**config.mk**
```make
export PLATFORM = sky130hd
export DESIGN_NAME = ps2_note_decoder
export DESIGN_NICKNAME = d
export VERILOG_FILES = /design/src/rtl/ps2_note_decoder.sv
export SDC_FILE = /design/constraint.sdc
export NUM_CORES = 1
export LEC_CHECK = 0
export ABC_AREA = 0
export CAP_MARGIN = 20
export CORE_MARGIN = 2
export CORE_UTILIZATION = 30
export DETAILED_ROUTE_END_ITERATION = 12
export GPL_ROUTABILITY_DRIVEN = 0
export PLACE_DENSITY = 0.54
export SLEW_MARGIN = 20
export SYNTH_ARGS = -nofsm -noshare
export SYNTH_HDL_FRONTEND = slang
export SYNTH_SLANG_ARGS = --single-unit
```
**constraint.sdc**
```tcl
create_clock -name Clock -period 7.39 [get_ports Clock]
set_input_delay 1.478 -clock Clock [delete_from_list [all_inputs] [get_ports Clock]]
set_output_delay 1.478 -clock Clock [all_outputs]
set_load 0.05 [all_outputs]
```
**src/rtl/ps2_note_decoder.sv**
```systemverilog
// PS/2 set-2 scan-code to piano note decoder: tracks break/extended prefixes,
// maps a 12-key row to note numbers with an octave register, suppresses repeats.
module ps2_note_decoder #(
  parameter int unsigned TIMEOUT_CYCLES = 2000000,
  parameter logic [2:0]  OCTAVE_RESET   = 3'd4
) (
  input  logic        Clock,
  input  logic        Reset,
  input  logic [7:0]  ScanData,
  input  logic        Valid,
  output logic        NoteValid,
  output logic        NoteOn,
  output logic [6:0]  NoteIndex,
  output logic [11:0] KeysHeld,
  output logic [2:0]  Octave,
  output logic        EnterPulse,
  output logic [1:0]  fsm_state
);

  // Input contract: a byte is taken on the rising edge of Valid only; there is
  // no back-pressure, so Valid may stay high as long as the receiver likes.
  typedef enum logic [1:0] {
    IDLE      = 2'd0,
    BREAK     = 2'd1,
    EXT       = 2'd2,
    EXT_BREAK = 2'd3
  } state_t;

  localparam int CW = $clog2(TIMEOUT_CYCLES) + 1;
  localparam logic [CW-1:0] TIMER_LAST = CW'(TIMEOUT_CYCLES - 1);

  state_t        state;
  logic [CW-1:0] timer;
  logic          valid_q;
  logic          accept;
  logic          note_hit;
  logic [3:0]    note_num;
  logic [6:0]    note_idx;

  assign accept    = Valid & ~valid_q;
  assign fsm_state = state;

  always_comb begin
    note_hit = 1'b1;
    note_num = 4'd0;
    case (ScanData)
      8'h1C:   note_num = 4'd0;
      8'h1D:   note_num = 4'd1;
      8'h1B:   note_num = 4'd2;
      8'h24:   note_num = 4'd3;
      8'h23:   note_num = 4'd4;
      8'h2B:   note_num = 4'd5;
      8'h2C:   note_num = 4'd6;
      8'h34:   note_num = 4'd7;
      8'h35:   note_num = 4'd8;
      8'h33:   note_num = 4'd9;
      8'h3C:   note_num = 4'd10;
      8'h3B:   note_num = 4'd11;
      default: note_hit = 1'b0;
    endcase
  end

  // Octave*12 as Octave*8 + Octave*4; the largest result (7*12+11 = 95) fits 7 bits.
  assign note_idx = {1'b0, Octave, 3'b000} + {2'b00, Octave, 2'b00} + {3'b000, note_num};

  always_ff @(posedge Clock) begin
    if (Reset) begin
      state      <= IDLE;
      timer      <= '0;
      valid_q    <= 1'b0;
      NoteValid  <= 1'b0;
      NoteOn     <= 1'b0;
      NoteIndex  <= 7'd0;
      KeysHeld   <= 12'd0;
      Octave     <= OCTAVE_RESET;
      EnterPulse <= 1'b0;
    end else begin
      valid_q    <= Valid;
      NoteValid  <= 1'b0;
      EnterPulse <= 1'b0;
      if (accept) begin
        timer <= '0;
        case (state)
          IDLE: begin
            if (ScanData == 8'hF0) begin
              state <= BREAK;
            end else if (ScanData == 8'hE0) begin
              state <= EXT;
            end else if (note_hit) begin
              // Typematic repeats of a held key produce no event.
              if (!KeysHeld[note_num]) begin
                KeysHeld[note_num] <= 1'b1;
                NoteValid          <= 1'b1;
                NoteOn             <= 1'b1;
                NoteIndex          <= note_idx;
              end
            end else if (ScanData == 8'h5A) begin
              EnterPulse <= 1'b1;
            end else if (ScanData == 8'h1A) begin
              if (KeysHeld == 12'd0 && Octave != 3'd0) Octave <= Octave - 3'd1;
            end else if (ScanData == 8'h22) begin
              if (KeysHeld == 12'd0 && Octave != 3'd7) Octave <= Octave + 3'd1;
            end
          end
          BREAK: begin
            state <= IDLE;
            if (note_hit && KeysHeld[note_num]) begin
              KeysHeld[note_num] <= 1'b0;
              NoteValid          <= 1'b1;
              NoteOn             <= 1'b0;
              NoteIndex          <= note_idx;
            end
          end
          EXT:     state <= (ScanData == 8'hF0) ? EXT_BREAK : IDLE;
          default: state <= IDLE;
        endcase
      end else if (state != IDLE) begin
        // Abandon a prefix whose follow-up byte never arrives.
        if (timer == TIMER_LAST) begin
          state <= IDLE;
          timer <= '0;
        end else begin
          timer <= timer + CW'(1);
        end
      end
    end
  end

endmodule

```
==> results.ini, run 1 <==
[layout]
layout-drive-gt1-share=0.0733
nNetsFinal=403
n_antenna_cell=0
stdcell_area_um2=3500
syn2layout_area_growth_pct=18.9

[worst_setup_path]
critPathCaptureType=flop
crit_arrival_ns=5.15
crit_buf_inv=1
cpLargestDelayFamily=compound AO/OA/AOI/OAI gates
max_stage_delay_ns=0.86
criticalPathCategory=in2reg
crit_path_max_fanout=23
critPathLaunchType=primary input
cp_slowest_cell=a41oi_2
required_ns=7.56
worstPathCellList=clkdlybuf4s50_1, or3b_2, o22a_1, mux2i_1, or3_1, a41oi_2, or2_1, a311oi_2

[clocking]
clockBufferDepth=2
htreeDepth=2
cts_tree=built
path_clk_slew_ns=0.10
clock-sinks=50
numCtsBuffers=5
root_buffer=clkbuf_8
hold_buffers=0
clock_latency_ns=0.30
ctsResizeCount=0
post-cts-setup-buffers=0

[detailed_routing]
post_drt_wl_per_cell_um=14.6
drc=0
drt_iter0_markers=142
num_vias=2580
ant_nets=0
routed_via_density=5.01
dr.pass1.iters=4
totalWireLength_um=7520

[sta]
max_freq_ghz=0.201
period_needed_ns=4.98
skew_ns=0.00503
setup_viol_count_final=0
slew_violations=0
finalSetupTns_ns=0
fin_crit_sh=0.674
worst_slew_pin_slew_ns=1.06
hold_viol=0
relSlewSlack=0.292
hold_slack_ns=0.469
rsz0062_at_grt=false

[die]
die_y_um=103
dieArea_um2=10600
io_pins=38
rows=36
coreArea_um2=9640
start_util=0.306
die_width_um=103

[run_status]
status=finished, final reports clean

[placement]
dp_hpwl_um=5620
io_buffers=37
place_area_um2=3400

[synth]
ys_seq_area_frac=0.340
netlist_instances=351
synth_edf_count=0
async_flop_share=0
syn_nets=373
synth.lib_cells_used.distinct=62
ys_warn_count=0
syn_area_per_cell_um2=8.39
synth_area_um2=2950
ys_seq_elements=50
ys.flop_type=dfxtp_1

[power]
cellPowerDensity_nw_per_um2=140
vdd_drop_max_v=0.0000787
p_leak_nw=1.14

[grt]
grt_first_pass_wirelength_um=12300
grt_max_degree=24
grt.overflow.total=0
grt.total_usage=0.146
grt_antenna_before_repair=0
first_global_vias=2410

[min_path]
min_path_type=reg2reg

[flow_run]
cap_viol_max_count=0

-- area by class of cell --
cell class | count | area (um^2)
clock buffers | 6 | 82.6
flip-flops and latches | 50 | 1000
repair buffers | 39 | 385
fillers | 1008 | 6140
well taps | 133 | 166
clock inverters | 2 | 16.3
inverters | 23 | 86.3
multi-input cells | 262 | 1760
-- cells in the final DEF, fill, tap and decap left out, types with 2 or more instances in the layout --
master	instances
fa_1	3
dfxtp_1	50
nor3b_1	2
nand2_1	30
o22a_1	2
or3b_1	2
nor2b_1	4
nor4_1	6
or2_1	2
nor2_1	47
nand3_1	7
a221oi_1	7
o211ai_2	2
o221ai_1	4
nor3_1	10
nand2b_1	6
xor2_1	13
o21ai_1	3
and2_1	2
mux2_4	2
a211oi_2	3
nand4b_1	2
o211ai_1	6
inv_1	22
nor4b_1	3
mux2i_1	6
a211oi_1	2
a21o_1	4
clkbuf_8	6
xnor2_1	13
buf_4	2
a21oi_1	12
or3_1	2
o21ai_0	12
nand4_1	11
and3_1	3
clkdlybuf4s50_1	37
ha_1	8
-- power breakdown --
| part | switching [mW] | total, mW | internal (mW) | leakage, nW |
|---|---|---|---|---|
| Clock | 0.0967 | 0.174 | 0.0773 | 0.0478 |
| Sequential | 0.00139 | 0.272 | 0.271 | 0.403 |
| Combinational | 0.0288 | 0.0448 | 0.0160 | 0.692 |
-- cells in the mapped netlist (all sizes together) (10+ instances only) --
master / instances / area share
buf: 10 / 0.025
nor2: 48 / 0.062
a21oi: 12 / 0.020
nor3: 11 / 0.020
xnor2: 13 / 0.039
nand4: 11 / 0.023
xor2: 13 / 0.039
o21ai: 15 / 0.025
inv: 22 / 0.028
dfxtp: 50 / 0.34
nand2: 30 / 0.038
-- layer usage --
layer / track usage / vias to the layer above / part of all wire
met2: 0.231 / 53 / 0.47
met4: 0.0385 / 0 / 0.016
met1: 0.202 / 1217 / 0.48
met3: 0.0332 / 8 / 0.043
li1: - / 1302 / -
met5: 0 / - / 0
-- cell families after synthesis --
kind of cell	after synthesis	synth area share
AO/OA/AOI/OAI	68	0.178
buffers and inverters	39	0.0616
AND/OR/NAND/NOR	148	0.255
flip-flops	50	0.340
adder cells (fa/ha/maj)	11	0.0544
XOR/XNOR	26	0.0773
multiplexers	9	0.0344
-- stage by stage --
step	cells	setup WS (ns)	utilization	total power, mW
global placement	507	2.21	0.353	0.323
finish	515	2.41	0.363	0.491
floorplan	351	3.61	-	0.308
CTS	515	2.47	0.363	0.497
detailed placement	507	2.17	0.353	0.323
global route	515	2.23	0.363	0.512
-- tightest hold or removal path, cell delays in order, from the launching register on --
cell     delay [ns]
dfxtp_1        0.33
nand2_1        0.05
o21ai_1        0.05
-- worst paths after layout --
check / startpoint / to / slack [ns] / cells past startpoint
max: ScanData[4] / flop / 2.41 / 8
min: NoteIndex[5] / NoteIndex[5] / 0.47 / 2
max reg2reg: fsm_state[0] / flop / 4.79 / 7
min reg2reg: NoteIndex[5] / NoteIndex[5] / 0.47 / 2
No activity file was read; power rests on OpenSTA's default activity.
==> run 2, diff against run 1 <==
- clock period: 7.39 -> 4.75 ns (I/O delays scaled with it)
==> run 2 against run 1 <==
Compared with the run above:
- sequential cell count did not move
- first-iteration DRC count fell by 35%
- via count rose by 0.35%
- non-clock buffer count increased by 2
- die area stayed put
- clock skew up 0.0078 ns
- register-to-register slack worse by 2.2 ns
- combinational power rose by 56%
- critical path type unchanged
- largest cell class unchanged
- highest routed layer unchanged
==> results.ini, run 2 (synthesis gave the netlist of run 1 again) <==
[sta]
relSlewSlack=0.542
worst_slew_pin_slew_ns=0.679
setup_viol_count_final=0
hold_viol=0
rsz0062_at_grt=false
finalSetupTns_ns=0
skew_ns=0.0129
max_freq_ghz=0.255
fin_ws_ns=0.822
fin_crit_sh=0.827
slew_violations=0
period_needed_ns=3.93

[layout]
layout-drive-gt1-share=0.0757
stdcell_area_um2=3500
syn2layout_area_growth_pct=18.8
n_antenna_cell=0
final_common_cell=dfxtp_1
final_cell_mix=dfxtp_1, nor2_1, clkdlybuf4s50_1, nand2_1, inv_1
nNetsFinal=405

[placement]
io_buffers=37
dp_hpwl_um=5540
place_area_um2=3420
dpl_worst_slack_ns=0.527

[worst_setup_path]
cp_common_cell=or2_1
reg2reg_depth=6
reg2reg_slack_ns=2.56
startpoint=ScanData[3]
max_stage_delay_ns=0.69
crit_path_max_fanout=18
required_ns=4.97
critPathCaptureType=flop
r2r_start=fsm_state[1]
crit_arrival_ns=4.14
critPathCapture=NoteIndex[6]
worstPathCellList=clkdlybuf4s50_1, nor4b_1, a2bb2o_1, or2_1, mux2_2, o2111a_2, or2_1, a211oi_1
criticalPathCategory=in2reg
critPathLaunchType=primary input
cp_slowest_cell=nor4b_1

[detailed_routing]
post_drt_wl_per_cell_um=14.3
totalWireLength_um=7390
routed_via_density=5.02
drt_iter0_markers=93
ant_nets=0
drc=0
dr.pass1.iters=4
num_vias=2589

[clocking]
clock_latency_ns=0.31
post-cts-setup-buffers=0
root_buffer=clkbuf_8
htreeDepth=2
cts_tree=built
clock-sinks=50
ctsResizeCount=0
path_clk_slew_ns=0.09
hold_buffers=0
clockBufferDepth=2
numCtsBuffers=5

[grt]
grt_antenna_before_repair=0
grt_first_pass_wirelength_um=12100
grt.total_usage=0.146
grt.overflow.total=0
grt_max_degree=23
first_global_vias=2445

[die]
die_y_um=103
dieArea_um2=10600
start_util=0.306
coreArea_um2=9640
io_pins=38
rows=36
die_width_um=103

[flow_run]
cap_viol_max_count=0

[power]
p_leak_nw=1.15
cellPowerDensity_nw_per_um2=212
vdd_drop_max_v=0.0000821

[min_path]
min_path_type=reg2reg

[run_status]
status=finished, final reports clean

[run 2: area by class of cell]
type	instances	area (um^2)
multi-input combinational	262	1760
fill	1030	6140
clock buffer	5	68.8
inverter	23	86.3
timing repair buffer	41	400
sequential	50	1000
clock inverter	2	13.8
tap	133	166
[run 2: how the worst min path moves through the flow]
stage | cells after the start | from | endpoint | slack (ns)
after CTS | 2 | NoteIndex[5] | NoteIndex[5] | 0.48
after global placement | 2 | NoteIndex[5] | NoteIndex[5] | 0.46
final | 2 | NoteIndex[5] | NoteIndex[5] | 0.48
after floorplan | 2 | timer[1] | timer[1] | 0.45
after global routing | 2 | NoteIndex[5] | NoteIndex[5] | 0.48
after detailed placement | 2 | NoteIndex[5] | NoteIndex[5] | 0.46
[run 2: worst max-delay path: cells and delay by family]
family | cells | cell delay, ns
compound gates | 3 | 0.93
buf+inv | 1 | 0.65
mux | 1 | 0.35
simple gates | 3 | 1.27
[run 2: power by group]
part | internal (mW) | switching [mW]
clock | 0.102 | 0.147
combinational | 0.0253 | 0.0447
sequential | 0.421 | 0.00221
[run 2: per-layer routing]
| metal | global-route usage | routed length (um) |
|---|---|---|
| met1 | 0.194 | 3440 |
| met2 | 0.231 | 3250 |
| met3 | 0.0298 | 448 |
| met4 | 0.0628 | 249 |
| met5 | 0 | 0 |
[run 2: stage by stage]
| step | power (mW) | std cells | util | hold slack (ns) |
|---|---|---|---|---|
| 5_1_grt | 0.777 | 516 | 0.363 | 0.484 |
| 6_report | 0.742 | 516 | 0.363 | 0.477 |
| 4_1_cts | 0.752 | 516 | 0.363 | 0.478 |
| 2_1_floorplan | 0.479 | 351 | - | 0.448 |
| 3_5_place_dp | 0.503 | 509 | 0.355 | 0.456 |
| 3_3_place_gp | 0.503 | 509 | 0.355 | 0.457 |
==> run 3, diff against run 2 <==
- clock period: 4.75 -> 3.7 ns (I/O delays scaled with it)
==> run 3 against run 2 <==
Compared with the run above:
- combinational power increased by 53%
- critical path depth grew 4
- total power increased by 33%
- largest power group unchanged
- highest routed layer unchanged
==> results.ini, run 3 (synthesis gave the netlist of run 1 again) <==
[detailed_routing]
post_drt_wl_per_cell_um=14.1
totalWireLength_um=7780
drc=0
num_vias=2690
ant_nets=0
drt_iter0_markers=91
routed_via_density=4.89
dr.pass1.iters=4

[sta]
period_needed_ns=3.34
finalSetupTns_ns=0
fin_crit_sh=0.903
skew_ns=0.0128
worst_slew_pin_slew_ns=0.711
relSlewSlack=0.525
max_freq_ghz=0.299
rsz0062_at_grt=false
hold_viol=0
slew_violations=0
setup_viol_count_final=0

[layout]
syn2layout_area_growth_pct=28.0
nNetsFinal=438
final_core_util=0.391
final_cell_mix=dfxtp_1, nor2_1, clkdlybuf4s50_1, buf_4, nand2_1
layout-drive-gt1-share=0.151
n_antenna_cell=0
stdcell_area_um2=3770
final_common_cell=dfxtp_1

[clocking]
path_clk_slew_ns=0.10
post-cts-setup-buffers=0
cts_tree=built
clock_latency_ns=0.31
ctsResizeCount=0
clockBufferDepth=2
root_buffer=clkbuf_8
numCtsBuffers=5
clock-sinks=50
hold_buffers=0
htreeDepth=2

[min_path]
min_path_type=reg2reg
hold-path-cell-count=2

[die]
die_y_um=103
start_util=0.306
io_pins=38
dieArea_um2=10600
die_width_um=103
coreArea_um2=9640
rows=36

[power]
cellPowerDensity_nw_per_um2=263
power_frac_seq=0.549
clock_power_share=0.343
vdd_drop_max_v=0.000167
comb_power_share=0.108
power.total_uw=990
swShare=0.271
p_sw_uw=268
p_leak_nw=1.31
p_int_uw=722

[worst_setup_path]
crit_path_max_fanout=8
reg2reg_depth=7
critPathCaptureType=flop
required_ns=3.90
crit_arrival_ns=3.54
criticalPathCategory=in2reg
critPathLaunchType=primary input

[grt]
grt_first_pass_wirelength_um=12800
first_global_vias=2631
grt.total_usage=0.154
grt_max_degree=23
grt.overflow.total=0
grt_antenna_before_repair=0

[run_status]
status=finished, final reports clean

[placement]
io_buffers=37
dp_hpwl_um=6010
place_area_um2=3680

[flow_run]
cap_viol_max_count=0

-- run 3: cell types whose count changed in the layout (fill, tap and decap cells not counted) --
cell,before,now
clkinv_2,1,0
buf_4,4,36
buf_12,0,1
clkinvlp_4,0,2
-- run 3: metal layers --
| layer | track usage | vias to the layer above | routed length [um] |
|---|---|---|---|
| met5 | 0 | - | 0 |
| met4 | 0.0476 | 0 | 142 |
| met3 | 0.0271 | 13 | 263 |
| met2 | 0.268 | 47 | 3680 |
| met1 | 0.194 | 1256 | 3690 |
| li1 | - | 1374 | - |
-- run 3: worst paths after layout --
| kind | startpoint | to | slack (ns) |
|---|---|---|---|
| worst max-delay path | ScanData[3] | NoteIndex[5] | 0.36 |
| worst min-delay path | NoteIndex[5] | NoteIndex[5] | 0.47 |
| worst max register to register | fsm_state[1] | timer[20] | 1.48 |
| worst min register to register | NoteIndex[5] | NoteIndex[5] | 0.47 |
-- run 3: power groups by stage --
stage          sequential, mW  clock (mW)  combinational [mW]
5_1_grt                 0.544       0.366               0.116
6_report                0.544       0.340               0.107
3_3_place_gp            0.556           0               0.106
4_1_cts                 0.544       0.353               0.107
3_5_place_dp            0.556           0               0.107
2_1_floorplan           0.564           0              0.0503
-- run 3: per-stage QoR --
step | hold WS, ns | cells | worst slack (ns)
2_1_floorplan | 0.448 | 351 | 0.654
3_3_place_gp | 0.457 | 542 | 0.100
3_5_place_dp | 0.456 | 542 | 0.0591
4_1_cts | 0.478 | 550 | 0.366
5_1_grt | 0.490 | 550 | 0.115
6_report | 0.470 | 550 | 0.360
-- run 3: area by class of cell --
class / count / area [um^2]
fill: 1034 / 5870
tap: 133 / 166
timing repair buffer: 74 / 661
clock buffer: 5 / 68.8
clock inverter: 3 / 23.8
inverter: 23 / 86.3
multi-input combinational: 262 / 1760
sequential: 50 / 1000
-- run 3: worst max-delay path: stages --
cell	delay, ns
clkdlybuf4s50_1	0.67
nand2b_1	0.18
a21oi_1	0.07
o21ai_0	0.36
inv_1	0.11
fa_1	0.50
ha_1	0.17
inv_1	0.05
fa_1	0.37
xnor2_1	0.13
o211ai_1	0.09
o21ai_1	0.08
